## src/rtl/pds_pkg.sv

```systemverilog
// Shared types and defaults for the packet data switch output arbiters.
// Pure declarations; no clocked logic.
package pds_pkg;

   typedef enum logic [1:0] {
      IDLE  = 2'd0,
      XFER  = 2'd1,
      FLUSH = 2'd2
   } arb_state_e;

   localparam int PDS_NUM_PORTS = 4;
   localparam int PDS_DATA_W    = 8;
   localparam int PDS_MAX_BEATS = 64;
   localparam int PDS_CNT_W     = 16;

   // LSB position of lane idx inside a packed vector of w-bit lanes
   function automatic int slice_lsb(input int idx, input int w);
      return idx * w;
   endfunction

endpackage

```

## src/rtl/pds_rr_pick.sv

```systemverilog
// Rotating-priority picker: first set req bit searching upward from last+1 with wrap.
// Purely combinational, zero latency; no backpressure.
module pds_rr_pick #(
   parameter int NUM_PORTS = 4,
   localparam int IDX_W    = $clog2(NUM_PORTS)
) (
   input  logic [NUM_PORTS-1:0] req,
   input  logic [IDX_W-1:0]     last,
   output logic                 any,
   output logic [IDX_W-1:0]     idx
);

   logic [IDX_W-1:0] w_pos;

   // Walk offsets from lowest to highest priority so the closest hit after last wins.
   always_comb begin
      any   = |req;
      idx   = '0;
      w_pos = '0;
      for (int k = NUM_PORTS; k >= 1; k--) begin
         w_pos = IDX_W'((int'(last) + k) % NUM_PORTS);
         if (req[w_pos]) begin
            idx = w_pos;
         end
      end
   end

endmodule

```

## src/rtl/pds_out_arbiter.sv

```systemverilog
// Packet round-robin arbiter for one switch output; grant held SOP..EOP, 1-cycle arbitration gap.
// Beats pass combinationally (in_ready[grant] = out_ready); runaway packets truncated then flushed.
module pds_out_arbiter
   import pds_pkg::*;
#(
   parameter int NUM_PORTS = PDS_NUM_PORTS,
   parameter int DATA_W    = PDS_DATA_W,
   parameter int MAX_BEATS = PDS_MAX_BEATS,
   parameter int CNT_W     = PDS_CNT_W,
   localparam int SRC_W    = $clog2(NUM_PORTS)
) (
   input  logic                        clock,
   input  logic                        reset,
   input  logic [NUM_PORTS-1:0]        in_valid,
   input  logic [NUM_PORTS-1:0]        in_sop,
   input  logic [NUM_PORTS-1:0]        in_eop,
   input  logic [NUM_PORTS*DATA_W-1:0] in_data,
   output logic [NUM_PORTS-1:0]        in_ready,
   output logic                        out_valid,
   output logic                        out_sop,
   output logic                        out_eop,
   output logic [DATA_W-1:0]           out_data,
   input  logic                        out_ready,
   output logic [SRC_W-1:0]            out_src,
   output logic                        err_len,
   output logic [CNT_W-1:0]            pkt_count
);

   localparam int BC_W = $clog2(MAX_BEATS + 1);
   localparam logic [BC_W-1:0] LAST_BEAT = BC_W'(MAX_BEATS - 1);

   arb_state_e       r_state;
   arb_state_e       w_nstate;
   logic [SRC_W-1:0] r_last;
   logic [SRC_W-1:0] r_grant;
   logic [BC_W-1:0]  r_beat_cnt;
   logic [CNT_W-1:0] r_pkt_count;
   logic             r_err_len;

   logic [NUM_PORTS-1:0] w_req;
   logic                 w_any;
   logic [SRC_W-1:0]     w_pick;
   logic [DATA_W-1:0]    w_lane [NUM_PORTS];
   logic                 w_g_valid;
   logic                 w_g_sop;
   logic                 w_g_eop;
   logic [DATA_W-1:0]    w_g_data;
   logic                 w_at_max;
   logic                 w_xfer;

   assign w_req = in_valid & in_sop;

   pds_rr_pick #(
      .NUM_PORTS (NUM_PORTS)
   ) u_pick (
      .req  (w_req),
      .last (r_last),
      .any  (w_any),
      .idx  (w_pick)
   );

   for (genvar gi = 0; gi < NUM_PORTS; gi++) begin : g_lane
      assign w_lane[gi] = in_data[slice_lsb(gi, DATA_W) +: DATA_W];
   end

   assign w_g_valid = in_valid[r_grant];
   assign w_g_sop   = in_sop[r_grant];
   assign w_g_eop   = in_eop[r_grant];
   assign w_g_data  = w_lane[r_grant];
   assign w_at_max  = (r_beat_cnt == LAST_BEAT);

   always_comb begin
      w_nstate  = r_state;
      out_valid = 1'b0;
      out_sop   = 1'b0;
      out_eop   = 1'b0;
      out_data  = '0;
      in_ready  = '0;
      w_xfer    = 1'b0;
      unique case (r_state)
         IDLE: begin
            if (w_any) begin
               w_nstate = XFER;
            end
         end
         XFER: begin
            out_valid         = w_g_valid;
            out_sop           = w_g_sop;
            out_eop           = w_g_eop | w_at_max;
            out_data          = w_g_data;
            in_ready[r_grant] = out_ready;
            w_xfer            = w_g_valid & out_ready;
            if (w_xfer) begin
               if (w_g_eop) begin
                  w_nstate = IDLE;
               end else if (w_at_max) begin
                  w_nstate = FLUSH;
               end
            end
         end
         FLUSH: begin
            // Tail of a truncated packet is swallowed without reaching the output.
            in_ready[r_grant] = 1'b1;
            if (w_g_valid && w_g_eop) begin
               w_nstate = IDLE;
            end
         end
         default: begin
            w_nstate = IDLE;
         end
      endcase
   end

   always_ff @(posedge clock) begin
      if (reset) begin
         r_state     <= IDLE;
         r_last      <= SRC_W'(NUM_PORTS - 1);
         r_grant     <= '0;
         r_beat_cnt  <= '0;
         r_pkt_count <= '0;
         r_err_len   <= 1'b0;
      end else begin
         r_state   <= w_nstate;
         r_err_len <= 1'b0;
         if (r_state == IDLE && w_any) begin
            r_grant    <= w_pick;
            r_beat_cnt <= '0;
         end
         if (w_xfer) begin
            r_beat_cnt <= r_beat_cnt + 1'b1;
            if (w_g_eop || w_at_max) begin
               r_last      <= r_grant;
               r_pkt_count <= r_pkt_count + 1'b1;
            end
            if (!w_g_eop && w_at_max) begin
               r_err_len <= 1'b1;
            end
         end
      end
   end

   assign out_src   = (r_state == IDLE) ? '0 : r_grant;
   assign err_len   = r_err_len;
   assign pkt_count = r_pkt_count;

endmodule

```

## config.mk

```make
export PLATFORM = sky130hd
export DESIGN_NAME = pds_out_arbiter
export DESIGN_NICKNAME = d
export VERILOG_FILES = /design/src/rtl/pds_pkg.sv /design/src/rtl/pds_rr_pick.sv /design/src/rtl/pds_out_arbiter.sv
export SDC_FILE = /design/constraint.sdc
export NUM_CORES = 1
export LEC_CHECK = 0
export ABC_AREA = 1
export CAP_MARGIN = 20
export CORE_MARGIN = 2
export CORE_UTILIZATION = 49
export CTS_CLUSTER_DIAMETER = 50
export DETAILED_ROUTE_END_ITERATION = 7
export HOLD_SLACK_MARGIN = 0.12
export PLACE_DENSITY_LB_ADDON = 0.2
export SYNTH_ARGS = -nofsm -noshare
export SYNTH_HDL_FRONTEND = slang
export SYNTH_SLANG_ARGS = --single-unit
```

## constraint.sdc

```tcl
create_clock -name clock -period 4.17 [get_ports clock]
set_clock_uncertainty 0.15 [all_clocks]
set_input_delay 0.6255 -clock clock [delete_from_list [all_inputs] [get_ports clock]]
set_output_delay 0.6255 -clock clock [all_outputs]
set_load 0.005 [all_outputs]
```

==> results of run 1 <==
## cell type report
| class | count | area share (%) |
|---|---|---|
| multi-input cells | 280 | 46.28 |
| repair buffers | 82 | 25.13 |
| flip-flops and latches | 30 | 18.50 |
| inverters | 37 | 4.663 |
| clock buffers | 5 | 2.119 |
| well taps | 54 | 2.081 |
| clock inverters | 3 | 1.233 |
## per-layer routing
layer,vias up,routed length (um),GRT usage (%)
li1,1337,-,-
met1,1177,2945,32.29
met2,67,3148,41.54
met3,11,328,4.420
met4,0,116,9.053
met5,-,0,0
## Yosys cell counts (all sizes together) (7+ instances only)
cell type    n
nor2        28
buf          7
a31oi        9
a21oi       27
nor3        10
nand3       36
nand2      125
a22oi        9
o21ai       11
inv         36
dfxtp       30
## per-stage QoR
step	total power, W	utilization [%]	hold slack [ns]	worst slack (ns)
6_report	0.001117	69.66	0.3253	1.153
3_3_place_gp	0.0008259	67.33	0.3001	1.162
4_1_cts	0.001126	69.66	0.3337	1.154
3_5_place_dp	0.0008336	67.33	0.3227	1.153
5_1_grt	0.001194	69.66	0.3613	1.020
2_1_floorplan	0.0006481	-	0.2938	2.157
## critical path, stage by stage
cell and delay (ns):
clkdlybuf4s50_1 0.41, nand2_1 0.18, inv_1 0.08, o21ai_0 0.37, nor2_1 0.10, clkdlybuf4s50_1 0.48
## flip-flops by register name, indices dropped and copies added (netlist names)
register	flops
r_state	2
r_beat_cnt	7
err_len	1
r_last	2
r_grant	2
pkt_count	16
## logic make-up after synthesis
logic type / share of synthesized area (%)
AOI/OAI and AO/OA: 15.80
xor gates and xnor gates: 3.363
adders and majority gates: 2.670
buffers and inverters: 10.25
DFF: 25.63
and+or+nand+nor: 42.29
## power by group through the flow
stage / combinational [W] / clock (W) / sequential, W
floorplan: 0.000326 / 0 / 0.000322
global placement: 0.000491 / 0 / 0.000335
detailed placement: 0.000498 / 0 / 0.000335
CTS: 0.000502 / 0.000295 / 0.000329
global route: 0.000556 / 0.000306 / 0.000332
finish: 0.000502 / 0.000286 / 0.000329
## final timing paths
path | start | endpoint | slack (ns) | depth (start not counted)
setup / recovery | out_ready | in_ready[2] | 1.15 | 6
hold / removal | r_grant[1] | r_grant[1] | 0.33 | 2
setup reg to reg | r_grant[0] | pkt_count[5] | 2.00 | 11
hold reg to reg | r_grant[1] | r_grant[1] | 0.33 | 2
==> run summary, run 1 <==
The run finished with clean final reports. The final hold violation count came to 0. Max-cap violations in this run came to 0. The number of antenna-violating nets in the routed design came out at 0. After the last flow step, the layout net total stands at 488. The number of buffers added for setup after CTS is 0. The switching share of power came out at a little under two fifths. Counting the fill cells in the layout gives 413. For this configuration, the core starts out at a cell density of 50.28%. The share of synthesized registers carrying an async set or reset is 0%. Port buffering added 80 buffers. The class of the most critical setup path is input port to primary output. The combinational share of power came out at 44.9%.

After synthesis, the cell types taking the most area are dfxtp_1 26%, nand2_1 18%, nand3_1 7.7%. The final global-route overflow total came out at 0. After detailed routing, the number of remaining DRC violations is 0. TritonCTS built the clock tree.

The endpoint required time on the critical path is roughly 3.4 ns. The total internal power came out at 0.0006978 W. The number of instances in the synthesized netlist is 358.

The type of origin of the critical path is an input port. The mean post-synth cell area came out at between 6 and 7 um2. The number of vias in the routed layout came out at around 2,600.

Setup violations remaining at the end of the flow were counted as 0. The floorplan row count came out at 25. The synthesized area is 2343 um2.

The final antenna diode count came out at 0. The top cell type by area accounts for 25.63% of the synthesized area. The overall die area is between 5000 and 6000 um2. The area used by multi-input combinational logic came out at 1503 um2.

The number of nets produced by synthesis came out at 410. The vias per cell is approximately 5.3. The yosys synthesis warning count is 0. The worst slew margin relative to its limit is roughly two thirds. The final wirelength is 6.538 mm. Data on the critical path arrives at its endpoint at 2.24 ns.

The overall fraction of global-route tracks in use is 25.00%. The clock transition time at the flip-flop clock pins of the worst setup and hold paths came out at 0.07 ns. In this run the static leakage power is 1.337 nW. The half-perimeter wire length after detailed placement came out at ~5.0 mm. The power spent charging and discharging nets came out at 0.0004195 W. Dividing the final minimum period by the clock period gives 72.35%. The number of flip-flops and latches in the synthesized netlist is 30. CTS saw 30 sinks.

The smallest clock period supported by the final layout is computed as 3.017 ns. The share of cells above drive strength 1 is around a tenth. The count of hold-fix buffers inserted at cts came out at 0.

The path class of the tightest hold or removal check is flip-flop to flip-flop. The final count of pins violating max slew came out at 0. The number of synthesized flops with an enable pin came out at 0. The number of buffers created by CTS came out at 5.

The maximum number of pins on one net before global-route repair is 20. In the layout the commonest cells are 110 x nand2_1, 80 x clkdlybuf4s50_1, 36 x nand3_1, 33 x inv_1, 30 x dfxtp_1. At the end of routability-driven placement, the weighted congestion stood at 0.8902. The largest total area in the synthesized netlist belongs to dfxtp_1. The final sum of negative setup slack is 0 ns.

STA classifies the critical path endpoint as a primary output. The total iterations of the first detailed-routing run is 4. The worst-case IR drop observed on VDD is 220.4 uV. For the pin with the worst max-slew slack, the measured transition is a little under 0.5 ns.

Leaving out fill and tap cells, the most frequent cell in the layout is nand2_1. Post-CTS repair changed the size of 0 cells. The via count of the first global-routing pass is 2,342. Setup repair after global routing left no endpoint under its margin. The clock tree synthesis step divided the H-tree into 2 levels.

The routed wirelength normalized by instance count came out at 13.32 um. In this run the deepest clock path goes through 2 buffers. The number of antenna violations at the first check in global routing is 0. The cell area after placement is between 3000 and 4000 um2. The final design area excluding fillers is 3247 um2. The top achievable clock speed came out at 331.5 MHz. After detailed placement, the design holds a cell count of 483.

The fraction of power consumed by the clock network came out at 25.6%. The count of pins on the block boundary is 81. The clock root buffer is clkbuf_8. The combined flip-flop and latch cell area is ~600 um2. The detailed router finished its first iteration with roughly 140 violations. The core footprint is about 4700 um2.

The worst-skew pair later-pin latency is 0.28 ns. The sequential share of power came out at 29.5%. The die extent in x is roughly 73 um. Synthesis instantiated 34 different standard cells from the library.

The most common flop cell mapped by yosys is dfxtp_1. The die extent in y is 73.16 um. The peak fanout along the critical path is 4.

The first-pass GRT wire length came out at 10.64 mm. The sequential cell area fraction in the yosys report is 25.63%. The count of placed standard cells in the final layout, fillers left out came out at 491.

The synthesis-to-finish area growth is 38.55%. The power per cell area came out at 344.1 nW/um2.
(Power assumes the default switching activity.)
==> run 2, diff against run 1 <==
CORE_UTILIZATION = 41   (was 49)
clock period = 2.4 ns   (was 4.17 ns; I/O delays follow)
==> run summary, run 2 (synthesis gave the netlist of run 1 again) <==
The endpoint required time on the critical path came out at 1.89 ns (-1.50 ns). Setup repair after global routing left no endpoint under its margin. The worst slew margin relative to its limit came out at 74.03% (+6.4 points). The count of nets after finishing is 500 (+2.5%). The total power came out at 0.001932 W (+73%). The wire length on met3 came out at 691 um (+110%). The floorplan row count came to 27 (+8.0%). The number of cells on the critical path is 5 (-1). The critical path's top delay family is buffers and inverters. The via count of the first global-routing pass came out at 2,537 (+8.3%). The clock transition time at the flip-flop clock pins of the worst setup and hold paths was 0.06 ns (about the same). The number of buffers and inverters on the critical path is 2 (-1).

The final count of pins violating max slew is 0 (unchanged). The cell area after placement is 3228 um2 (+2.9%). The wire length on met1 came out at 2.887 mm (-2.0%). The power per cell area is 568.7 nW/um2 (+65%). The die extent in y is 79.61 um (+8.8%). The core footprint is 5507 um2 (+18%).

The type of the worst min-delay path is flip-flop to flip-flop. The number of flip-flops in the largest register is 16 (unchanged). The half-perimeter wire length after detailed placement came out at 5.062 mm (+1.8%). The number of antenna violations at the first check in global routing is 0 (unchanged). The number of vias in the routed layout is 2,687 (+3.7%). The maximum number of pins on one net before global-route repair came out at 20 (unchanged). The final wirelength came out at 6.913 mm (+5.7%). The slew of the pin with the lowest slew margin came out at 0.3891 ns (-0.09504 ns). The worst setup path is launched from a flip-flop.

The total placed cells including tap cells is 510 (+5.6%). The routed wirelength normalized by instance count is 13.29 um (-0.16%). The synthesis-to-finish area growth is 44.95%.

TritonCTS built the clock tree. The signal on the critical path passes through inv_1 -> ha_1 -> o21ai_2 -> nor3_1 -> clkdlybuf4s50_1. The standby leakage power is 1.404 nW (+5.0%). The port buffer count is 80 (unchanged).

The weighted congestion reported at the end of routability-driven placement came out at 0.8322 (-6.5%). The delay of the slowest critical-path stage came out at 0.52 ns (+0.04 ns). The final sum of negative setup slack is 0 ns (unchanged).

The kind of end point of the critical path is a primary output. On the critical path, the stage with the largest delay is an instance of clkdlybuf4s50_1. The smallest clock period supported by the final layout is computed as 2.330 ns.

The ratio of final minimum period to clock period came out at 97.09%. The final antenna diode count came out at 0 (unchanged). The share of cells above drive strength 1 is 15.40% (+4.9 points). The detailed router used layers up to and including met4. The count of placed standard cells in the final layout, fillers left out is 520 (+5.9%).

The depth of the worst register-to-register path came out at 12 (+1). The residual DRC count is 0 (unchanged). The die extent in x was 79.61 um (+8.8%).

The total iterations of the first detailed-routing run is 5 (+1). The first-pass GRT wire length is 10.99 mm (+3.3%). The number of antenna-violating nets in the routed design came out at 0 (unchanged). The cell sitting at the root of the clock tree is a clkbuf_8. The worst-skew pair later-pin latency came to 0.28 ns (about the same). The count of pins on the block boundary is 81 (unchanged).

The instance count along the most critical hold path is 2 (unchanged). The maximum buffer depth of the clock tree is 2 (unchanged). The final global-route overflow total is 0 (unchanged). Timing would allow up to around 430 MHz.

The flow ran to the end, and the final reports show no timing, DRC or antenna violations. The maximum resistive drop on vdd was 296.8 uV (+35%). The core occupancy in the finished layout was 61.69% (-8.0 points).

The number of H-tree branching levels came out at 2 (unchanged). The final setup violation count is 0 (unchanged). The overall fraction of global-route tracks in use is 21.49% (-3.5 points). The peak fanout along the critical path came out at 4 (unchanged).

In the layout the commonest cells are 108 x nand2_1, 78 x clkdlybuf4s50_1, 35 x nand3_1, 31 x inv_1, 26 x dfxtp_1. The total met2 wirelength after detailed routing is 3.257 mm (+3.5%). The vias per cell is 5.167 (-2.1%). The count of hold-fix buffers inserted at cts is 0 (unchanged). The library cell used most frequently in the layout, excluding fill and tap cells, is nand2_1. The number of sinks driven by the clock tree came out at 30 (unchanged).

The final hold violation count is 0 (unchanged). The final design area excluding fillers came to 3397 um2 (+4.6%). The initial cell density of the core is 42.56% (-7.7 points). The DRC marker count from the first detailed-route iteration is 142 (+2.2%). The arrival time of the worst setup path came out at 1.82 ns (-0.42 ns). The reported max-cap violation count came out at 0 (unchanged). The class of the most critical setup path is flip-flop to primary output. The number of buffers created by CTS is 5 (unchanged). The overall die area was 6337 um2 (+18%).
## run 2: tightest hold or removal path: stages, from the launching register on
cell	delay [ns]
dfxtp_1	0.30
o21ai_0	0.07
a21oi_1	0.06
## run 2: repair_timing
| item | in CTS | in global routing |
|---|---|---|
| pin swaps | 1 | 3 |
| gates resized for setup | 11 | 13 |
| setup buffers | 1 | 0 |
| gates cloned | 0 | 2 |
| endpoints found under the setup margin | 15 | 14 |
## run 2: power breakdown
group / switching (W) / leakage, nW / internal, W
clock: 0.000176 / 0.0383 / 0.000199
sequential: 0.0000582 / 0.245 / 0.000535
combinational: 0.000525 / 1.12 / 0.000439
## run 2: worst paths after layout
kind / startpoint / end / slack [ns]
worst max-delay path: r_state[0] / in_ready[0] / 0.07
worst min-delay path: r_beat_cnt[6] / r_beat_cnt[6] / 0.33
worst max register to register: r_grant[0] / pkt_count[2] / 0.43
worst min register to register: r_beat_cnt[6] / r_beat_cnt[6] / 0.33
## run 2: final cells by class
| class | instances | area, um2 |
|---|---|---|
| Sequential cell | 30 | 610.6 |
| Timing Repair Buffer | 92 | 895.9 |
| Fill cell | 535 | 2110 |
| Tap cell | 72 | 90.09 |
| Clock buffer | 7 | 76.32 |
| Multi-Input combinational cell | 282 | 1567 |
| Inverter | 37 | 157.7 |
## run 2: per-layer routing
| metal | up-vias | GRT usage (%) |
|---|---|---|
| met1 | 1209 | 24.70 |
| met3 | 9 | 6.335 |
| met4 | 0 | 6.724 |
| met5 | - | 0 |
| met2 | 108 | 38.07 |
| li1 | 1361 | - |
## run 2: stage by stage
stage | setup slack (ns) | hold WS [ns]
floorplan | 0.6720 | 0.2938
global placement | 0.02850 | 0.3028
detailed placement | -0.03282 | 0.3231
CTS | 0.01741 | 0.3313
global route | 0.003210 | 0.3729
finish | 0.06988 | 0.3278
